$ cat src/rtl/cic_interp_integrator.sv
// Integrator back end of the CIC interpolator.
// Low-rate comb samples arrive over a valid/ready handshake. Each sample is
// zero-stuffed by RATE and passed through STAGES cascaded integrators that
// advance once per clk_en tick. The last integrator is the full-width output,
// and its top OUT_WIDTH bits are the truncated output word.
module cic_interp_integrator #(
  parameter int IN_WIDTH  = 24,
  parameter int RATE      = 8,
  parameter int STAGES    = 3,
  parameter int ACC_WIDTH = IN_WIDTH + (STAGES - 1) * $clog2(RATE),
  parameter int OUT_WIDTH = 16
) (
  input  logic                 clk,
  input  logic                 rst,
  input  logic                 clk_en,
  input  logic [IN_WIDTH-1:0]  in_data,
  input  logic                 in_valid,
  output logic                 in_ready,
  output logic [OUT_WIDTH-1:0] out_data,
  output logic [ACC_WIDTH-1:0] out_full,
  output logic                 out_valid,
  output logic                 underrun
);

  localparam int PH_W = $clog2(RATE);

  logic [PH_W-1:0]      phase_q, phase_d;
  logic [ACC_WIDTH-1:0] acc_q [STAGES];
  logic [ACC_WIDTH-1:0] acc_d [STAGES];
  logic                 out_valid_q;
  logic                 underrun_q, underrun_d;

  logic                 phase_zero;
  logic                 take;
  logic [ACC_WIDTH-1:0] x;

  // A new sample is only taken on a phase-0 tick; every other tick feeds zero.
  assign phase_zero = (phase_q == '0);
  assign in_ready   = clk_en & phase_zero & ~rst;
  assign take       = in_valid & in_ready;
  assign x          = take ? ACC_WIDTH'($signed(in_data)) : '0;

  // Next-state for phase, underrun flag and the integrator cascade.
  always_comb begin
    // NOTE: every signal gets a hold-value default first, so no path leaves
    // it unassigned and no latch is inferred.
    phase_d    = phase_q;
    underrun_d = underrun_q;
    acc_d      = acc_q;
    if (clk_en) begin
      // RATE is a power of two, so the counter wraps RATE-1 -> 0 naturally.
      phase_d = phase_q + PH_W'(1);
      if (phase_zero && !in_valid) begin
        underrun_d = 1'b1;
      end
      // Each stage adds the pre-update value of the stage before it; the
      // sums wrap modulo 2^ACC_WIDTH, which the comb section depends on.
      acc_d[0] = acc_q[0] + x;
      for (int k = 1; k < STAGES; k++) begin
        acc_d[k] = acc_q[k] + acc_q[k-1];
      end
    end
  end

  // State registers; rst overrides clk_en and clears everything.
  always_ff @(posedge clk) begin
    // NOTE: state is updated with non-blocking assignments so every register
    // samples the pre-edge values of the others, giving one register per stage.
    if (rst) begin
      phase_q     <= '0;
      out_valid_q <= 1'b0;
      underrun_q  <= 1'b0;
      // NOTE: the integrator array is a handful of registers, not a RAM, and
      // must start from zero, so it is cleared element by element on reset.
      for (int k = 0; k < STAGES; k++) begin
        acc_q[k] <= '0;
      end
    end else begin
      phase_q     <= phase_d;
      out_valid_q <= clk_en;
      underrun_q  <= underrun_d;
      acc_q       <= acc_d;
    end
  end

  // The last integrator register is the output; it holds between ticks.
  assign out_full  = acc_q[STAGES-1];
  assign out_data  = acc_q[STAGES-1][ACC_WIDTH-1 -: OUT_WIDTH];
  assign out_valid = out_valid_q;
  assign underrun  = underrun_q;

endmodule

$ cat config.mk
export PLATFORM = sky130hd
export DESIGN_NAME = cic_interp_integrator
export DESIGN_NICKNAME = d
export VERILOG_FILES = /design/src/rtl/cic_interp_integrator.sv
export SDC_FILE = /design/constraint.sdc
export NUM_CORES = 1
export LEC_CHECK = 0
export BUFFER_PORTS_ARGS = -buffer_cell sky130_fd_sc_hd__clkbuf_2
export CAP_MARGIN = 20
export CORE_UTILIZATION = 62
export CTS_BUF_LIST = sky130_fd_sc_hd__clkbuf_4 sky130_fd_sc_hd__clkbuf_8
export CTS_CLUSTER_SIZE = 20
export DETAILED_ROUTE_END_ITERATION = 16
export PLACE_DENSITY_LB_ADDON = 0.05
export SYNTH_ARGS = -nofsm -noshare
export SYNTH_HDL_FRONTEND = slang
export SYNTH_SLANG_ARGS = --single-unit
$ cat constraint.sdc
create_clock -name clk -period 5.1 [get_ports clk]
set_clock_uncertainty 0.2 [all_clocks]
set_input_delay 0.255 -clock clk [delete_from_list [all_inputs] [get_ports clk]]
set_output_delay 0.255 -clock clk [all_outputs]
set_load 0.01 [all_outputs]
==> results.sh, run 1 <==
export IMPL_status="complete, no violations"
export IMPL_vdd_ir_max_v=0.000114
export IMPL_cts_inserted_buffers=9
export IMPL_floorplan_initialDensity=0.634
export IMPL_port_buffers=76
export IMPL_number_of_antenna_violations_at_the_first_check_in_global_routing=0
export IMPL_reg_to_reg_slack_setup_ns=1.15
export IMPL_postCtsHoldBufs=0
export IMPL_gp_congestion=0.925
export IMPL_critPathMaxFanout=25
export IMPL_report_power_total_mw=1.49
export IMPL_mappedNetlistNets=1097
export IMPL_synth_largest_type_area_fraction=0.238
export IMPL_number_of_violations_reported_at_the_end_of_detailed_routing_iteration_0=388
export IMPL_rsz0062_at_grt="false"
export IMPL_netlist_cell_type_count=63
export IMPL_finalCritPeriodShare=0.775
export IMPL_clkSinkCount=95
export IMPL_postLayoutSetupSlackWorst_ns=1.15
export IMPL_std_cell_rows=41
export IMPL_min_delay_path_class="in -> reg"
export IMPL_synth_warning_count=0
export IMPL_period_needed_ns=3.95
export IMPL_worstSetupStartpoint="phase_q[0]$_SDFFE_PP0P_"
export IMPL_regToRegStartpoint="phase_q[0]$_SDFFE_PP0P_"
export IMPL_post_synth_top_area_cell="dfxtp_1"
export IMPL_timing_max_transition_violations_final=0
export IMPL_final_nets=1111
export IMPL_power_density_nw_per_um2=178
export IMPL_yosys_top_cells_area="dfxtp_1, ha_1, mux2i_1"
export IMPL_maxSlewHeadroom=0.308
export IMPL_fmax_ghz=0.253
export IMPL_dr_total_vias=6574
export IMPL_endpoint_kind="register"
export IMPL_worstReg2RegEnd="acc_q[88]$_SDFFE_PP0P_"
export IMPL_post_synth_inst_count=977
export IMPL_io_pins=77
export IMPL_timing_reg2reg_worst_path_depth=17
export IMPL_synth_flop_cell="dfxtp_1"
export IMPL_mappedNetlistArea_sq_um=8000
export IMPL_drt_first_pass_iters=4
export IMPL_route_detailed_drc=0
export IMPL_area_growth_syn_to_layout_pct=4.55
export IMPL_wire_per_inst_microns=14.3
export IMPL_timing_setup_critical_path_class="reg -> reg"
export IMPL_core_region_area_sq_um=12600
export IMPL_tightestPinTransition_ns=1.04
export IMPL_fin_setup_tns_ns=0
export IMPL_first_global_vias=6006
export IMPL_grt_util_all_layers=0.267
export IMPL_crit_required_ns=5.22
export IMPL_cellLeakagePower_nw=4.33
export IMPL_ant_nets_after_route=0
export IMPL_via_per_inst=5.63
export IMPL_ys_seq_area_frac=0.238
export IMPL_cts_tree="done"
export IMPL_syn_mean_instance_area_sq_um=8.19
export IMPL_worst_setup_path_endpoint="acc_q[88]$_SDFFE_PP0P_"
export IMPL_dp_worst_setup_slack_ns=0.815
export IMPL_cts_buffer_depth=2
export IMPL_die_area_sq_um=13400
export IMPL_ctsRootBufferMaster="clkbuf_8"
export IMPL_drive_gt1_frac=0.123
export IMPL_synth_enable_flop_cells=0
export IMPL_placed_wire_length_estimate_after_detailed_placement_mm=12.7
export IMPL_synth_async_reset_ratio=0
export IMPL_critical_path_launch_point_type="register"
export IMPL_htree_levels=3
export IMPL_cts_reportedPaths_clkPinSlew_ns=0.09
export IMPL_number_of_post_cts_setup_repair_buffers=0
export IMPL_chipHeight_microns=116
export IMPL_die_w_microns=116
export IMPL_grt_overflow_total=0
export IMPL_setup_violations_final=0
export IMPL_fillers=1134
export IMPL_grt_start_max_net_pins=90
export IMPL_clk_latency_ns=0.38
export IMPL_grt_pass1_wl_mm=28.4
export IMPL_report_final_hold_viol_count=0
export IMPL_ctsResizeCount=0
export IMPL_yosys_register_bits=95
export IMPL_drt_total_wl_mm=16.6
export IMPL_antenna_cells_inserted=0
export IMPL_cp_arrival_ns=4.07
export IMPL_drv_cap=0
## synthesized netlist by cell type (5+ instances only)
master and count:
nor2_1 124, a21oi_1 82, nor3_1 17, o21a_1 10, xnor2_1 51, ha_1 89, a211oi_1 14, nand2b_1 7
o21bai_1 12, o21ai_0 34, mux2i_1 59, dfxtp_1 95, clkbuf_1 29, and3_1 28, buf_4 46, inv_1 33
nand4_1 10, a31oi_1 6, nand2_1 54, or3_1 5, a21o_1 49, nor2b_1 10, nand3_1 11, xor2_1 25
## per-layer routing
layer	vias up	track usage	part of all wire
li1	3502	-	-
met1	2908	0.407	0.55
met2	148	0.390	0.39
met3	16	0.0256	0.040
met4	0	0.0840	0.013
met5	-	0	0
## cell families (layout without fill, tap and decap cells)
group           count (synthesis)  after routing  share of synthesized area
compound gates                258            258                      0.219
buf+inv                       113            131                     0.0749
xor+xnor                       76             76                     0.0832
simple gates                  284            284                      0.165
fa+ha+maj                      92             92                      0.147
mux                            59             59                     0.0738
flops                          95             95                      0.238
## through the flow
stage | hold WS (ns) | instances | area (sq um) | utilization
after floorplan | 0.216 | 977 | 8000 | -
after global placement | 0.269 | 1152 | 8170 | 0.648
after detailed placement | 0.274 | 1152 | 8170 | 0.648
after CTS | 0.0945 | 1167 | 8360 | 0.663
after global routing | 0.137 | 1167 | 8360 | 0.663
final | 0.115 | 1167 | 8360 | 0.663
## worst min path at each step
stage	endpoint	from	cells past startpoint
floorplan	underrun$_SDFFE_PP0P_	in_valid	2
global placement	underrun$_SDFFE_PP0P_	underrun$_SDFFE_PP0P_	1
detailed placement	underrun$_SDFFE_PP0P_	underrun$_SDFFE_PP0P_	1
CTS	acc_q[61]$_SDFFE_PP0P_	clk_en	3
global route	acc_q[31]$_SDFFE_PP0P_	clk_en	2
finish	acc_q[61]$_SDFFE_PP0P_	clk_en	3
## critical path, cell delays in order, from the launching register on
cell and delay [ns]:
dfxtp_1 0.34, inv_1 0.06, ha_1 0.13, nor3b_2 0.18, buf_4 0.26, nand3_1 0.15
fa_1 0.46, nor2b_1 0.13, o21ai_1 0.08, a21o_1 0.21, a21oi_2 0.17, o211ai_2 0.15
a211oi_2 0.29, o21ai_2 0.13, o31ai_2 0.30, a21oi_1 0.13, or4_1 0.41, nand4_1 0.10
## registers in the layout, summed over array words and instances, names as in the netlist
| name | cells |
|---|---|
| acc_q | 60 |
| phase_q | 3 |
| out_full | 30 |
| out_valid | 1 |
| underrun | 1 |
## area by class of cell
class	count	area, sq um	share of cell area
Multi-Input combinational cell	769	5500	0.658
Sequential cell	95	1900	0.227
Timing Repair Buffer	82	428	0.0512
Tap cell	172	215	0.0257
Clock buffer	15	188	0.0224
Inverter	34	128	0.0153
## power breakdown
part	total, mW	switching, mW	internal (mW)
Sequential	0.782	0.0210	0.761
Combinational	0.214	0.124	0.0901
Clock	0.491	0.258	0.232
## cells in the final DEF, fill, tap and decap left out, types with 7 or more instances in the layout
cell type and n:
nor2_1 124, dfxtp_1 95, ha_1 89, a21oi_1 82, clkbuf_2 74, mux2i_1 59
nand2_1 54, xnor2_1 51, a21o_1 49, o21ai_0 34, inv_1 33, and3_1 28
xor2_1 25, nor3_1 17, a211oi_1 14, o21bai_1 12, clkbuf_8 12, nand3_1 11
o21a_1 10, nor2b_1 10, nand4_1 10, nand2b_1 7, buf_4 7
No activity file was read; power rests on OpenSTA's default activity.
==> inputs of run 2 (changes only) <==
- ABC_AREA: default -> 1
- CORE_UTILIZATION: 62 -> 64
- clock period: 5.1 -> 4.1 ns (I/O delays scaled with it)
==> run 2 against run 1 <==
Sequential share of layout area shrank 5.5 points. Clock-buffer cell count shrank 4. Wire length grew 66%. Core utilization grew 2.8 points. Hold slack lost 0.043 ns. Synthesized cell count grew 97%. Global-route usage grew 6.9 points. Final cell count grew 86%. Combinational power grew to 3.3 times the previous value. Setup slack lost 0.29 ns. Critical path depth grew 5. Via count grew 66%. Critical path type unchanged. Highest routed layer unchanged.
==> results.sh, run 2 <==
export IMPL_ant_nets_after_route=0
export IMPL_cts_reportedPaths_clkPinSlew_ns=0.10
export IMPL_layout_commonest_cell="nand2_1"
export IMPL_port_buffers=76
export IMPL_std_cell_rows=46
export IMPL_number_of_post_cts_setup_repair_buffers=0
export IMPL_synth_enable_flop_cells=0
export IMPL_slowest_delay_ns=0.39
export IMPL_synth_largest_type_area_fraction=0.223
export IMPL_io_pins=77
export IMPL_htree_levels=3
export IMPL_largest_reg_flops=60
export IMPL_rsz0062_at_grt="false"
export IMPL_syn_mean_instance_area_sq_um=5.48
export IMPL_synth_compound_area_frac=0.0706
export IMPL_fillers=1583
export IMPL_yosys_top_cells_area="nand2_1, dfxtp_1, inv_1"
export IMPL_status="complete, no violations"
export IMPL_period_needed_ns=3.24
export IMPL_dr_total_vias=10900
export IMPL_tightestPinTransition_ns=0.804
export IMPL_fmax_ghz=0.308
export IMPL_post_synth_inst_count=1927
export IMPL_report_power_total_mw=2.45
export IMPL_number_of_antenna_violations_at_the_first_check_in_global_routing=1
export IMPL_largest_family_of_logic_cells_by_synthesized_area="simple AND/OR/NAND/NOR gates"
export IMPL_most_used_cells_in_the_layout_excluding_fill_and_tap_cells="nand2_1, inv_1, nor2_1"
export IMPL_floorplan_initialDensity=0.660
export IMPL_clk_latency_ns=0.39
export IMPL_synth_adder_area_share=0.111
export IMPL_crit_required_ns=4.19
export IMPL_power_density_nw_per_um2=222
export IMPL_ys_seq_area_frac=0.180
export IMPL_cts_buffer_depth=2
export IMPL_timing_max_transition_violations_final=0
export IMPL_setup_violations_final=0
export IMPL_dp_worst_setup_slack_ns=0.901
export IMPL_number_of_violations_reported_at_the_end_of_detailed_routing_iteration_0=679
export IMPL_clkSinkCount=95
export IMPL_via_per_inst=5.04
export IMPL_cp_arrival_ns=3.33
export IMPL_drt_first_pass_iters=5
export IMPL_fin_setup_tns_ns=0
export IMPL_die_area_sq_um=17000
export IMPL_netlist_cell_type_count=32
export IMPL_grt_util_all_layers=0.336
export IMPL_grt_overflow_total=0
export IMPL_internal_power_mw=1.56
export IMPL_yosys_cell_count_top_type="nand2_1"
export IMPL_min_delay_path_class="in -> reg"
export IMPL_clock_power_share=0.279
export IMPL_synth_flop_cell="dfxtp_1"
export IMPL_final_nets=2066
export IMPL_route_detailed_drc=0
export IMPL_synth_warning_count=0
export IMPL_critical_path_launch_point_type="register"
export IMPL_die_w_microns=130
export IMPL_max_flop_register="acc_q"
export IMPL_ctsRootBufferMaster="clkbuf_8"
export IMPL_power_share_combinational=0.287
export IMPL_maxSlewHeadroom=0.464
export IMPL_synth_xor_xnor_area_share=0.0348
export IMPL_cts_tree="done"
export IMPL_drive_gt1_frac=0.0630
export IMPL_mappedNetlistNets=2047
export IMPL_grt_pass1_wl_mm=44.8
export IMPL_endpoint_kind="register"
export IMPL_power_share_sequential=0.434
export IMPL_sw_frac_of_total=0.362
export IMPL_grt_start_max_net_pins=75
export IMPL_timing_setup_critical_path_class="reg -> reg"
export IMPL_report_final_hold_viol_count=0
export IMPL_core_region_area_sq_um=16000
export IMPL_critPathMaxFanout=22
export IMPL_drv_cap=0
export IMPL_vdd_ir_max_v=0.000191
export IMPL_synth_async_reset_ratio=0
export IMPL_cell_with_the_largest_stage_delay_on_the_worst_path="fa_1"
export IMPL_area_growth_syn_to_layout_pct=4.58
export IMPL_yosys_register_bits=95
export IMPL_synthMuxAreaShare=0
export IMPL_drt_total_wl_mm=27.6
export IMPL_mappedNetlistArea_sq_um=10600
export IMPL_wire_per_inst_microns=12.7
export IMPL_chipHeight_microns=130
export IMPL_post_synth_and_or_nand_nor_area_fraction=0.417
export IMPL_post_synth_top_area_cell="nand2_1"
export IMPL_placed_wire_length_estimate_after_detailed_placement_mm=22.1
export IMPL_ys_top_cells_by_count="nand2_1, inv_1, nor2_1, nand3_1, dfxtp_1"
export IMPL_gp_congestion=0.969
export IMPL_crit_path_cell_trace="inv_1, ha_1, inv_1, nor2_1, nand2_2, nor2_4, inv_1, buf_4, nor2_1, ha_1, inv_1, fa_1, inv_1, nand3_1, nand3_1, nand3_1, nand3_1, nand2_1, nand3_1, nand3_1, nand2_1, inv_1"
export IMPL_cts_inserted_buffers=9
export IMPL_cellLeakagePower_nw=7.05
export IMPL_first_global_vias=9700
export IMPL_postLayoutSetupSlackWorst_ns=0.858
export IMPL_finalCritPeriodShare=0.791
export IMPL_power_net_switching_mw=0.888
run 2: cell count changes in the layout (fill, tap and decap cells not counted), moves of 15 or more:
cell | previous run | this run
a21oi_1 | 82 | 67
mux2i_1 | 59 | 0
and3_1 | 28 | 0
nor2_1 | 124 | 265
a21o_1 | 49 | 3
xnor2_1 | 51 | 23
nand2_1 | 54 | 627
nand3_1 | 11 | 147
inv_1 | 33 | 396
nor3_1 | 17 | 2
run 2: timing repair:
item                                    CTS  global route
hold buffers                              3             0
endpoints found under the setup margin    0             0
gates resized for setup                   0             0
endpoints found under the hold margin     3             0
run 2: area by class of cell:
| type | instances | area, sq um | share of cell area |
|---|---|---|---|
| clock buffers | 11 | 145 | 0.0131 |
| well taps | 216 | 270 | 0.0245 |
| inverters | 398 | 1500 | 0.135 |
| multi-input cells | 1357 | 6690 | 0.605 |
| flip-flops and latches | 95 | 1900 | 0.172 |
| clock inverters | 5 | 66.3 | 0.00600 |
| diodes | 1 | 2.50 | 0.000226 |
| repair buffers | 85 | 478 | 0.0433 |
run 2: kinds of logic (layout without fill, tap and decap cells):
logic type | after synthesis | in the layout
buf+inv | 475 | 499
other cells | 0 | 1
xor+xnor | 42 | 42
flops | 95 | 95
simple gates | 1083 | 1083
fa+ha+maj | 92 | 92
compound gates | 140 | 140
run 2: worst max-delay path: cells and delay by family, from the launching register on:
family	cells	cell delay (ns)
simple gates	12	1.30
fa+ha+maj	3	0.75
flops	1	0.33
buf+inv	7	0.56
run 2: stage by stage:
stage | utilization | cells | instance area [sq um] | hold slack, ns
floorplan | - | 1927 | 10600 | 0.117
global placement | 0.674 | 2147 | 10800 | 0.218
detailed placement | 0.674 | 2147 | 10800 | 0.230
CTS | 0.689 | 2166 | 11000 | 0.0431
global route | 0.691 | 2168 | 11100 | 0.0700
finish | 0.691 | 2168 | 11100 | 0.0721
run 2: routing by layer:
metal  global-route usage  part of all wire  up-vias
met1                0.418              0.45     4706
li1                     -                 -     5821
met2                0.575              0.46      322
met3               0.0362             0.049       67
met4                0.167             0.042        0
met5                    0                 0        -
run 2: power by group through the flow:
stage / registers (mW) / logic [mW] / clock network [mW]
5_1_grt: 1.07 / 0.809 / 0.719
3_3_place_gp: 1.08 / 0.676 / 0
4_1_cts: 1.06 / 0.695 / 0.696
3_5_place_dp: 1.08 / 0.690 / 0
6_report: 1.06 / 0.703 / 0.685
2_1_floorplan: 1.05 / 0.576 / 0
run 2: final timing paths:
check / from / to / slack, ns / cells past startpoint
worst max-delay path: phase_q[1]$_SDFFE_PP0P_ / acc_q[88]$_SDFFE_PP0P_ / 0.86 / 22
worst max register to register: phase_q[1]$_SDFFE_PP0P_ / acc_q[88]$_SDFFE_PP0P_ / 0.86 / 22
worst min-delay path: clk_en / acc_q[44]$_SDFFE_PP0P_ / 0.07 / 5
worst min register to register: underrun$_SDFFE_PP0P_ / underrun$_SDFFE_PP0P_ / 0.28 / 2
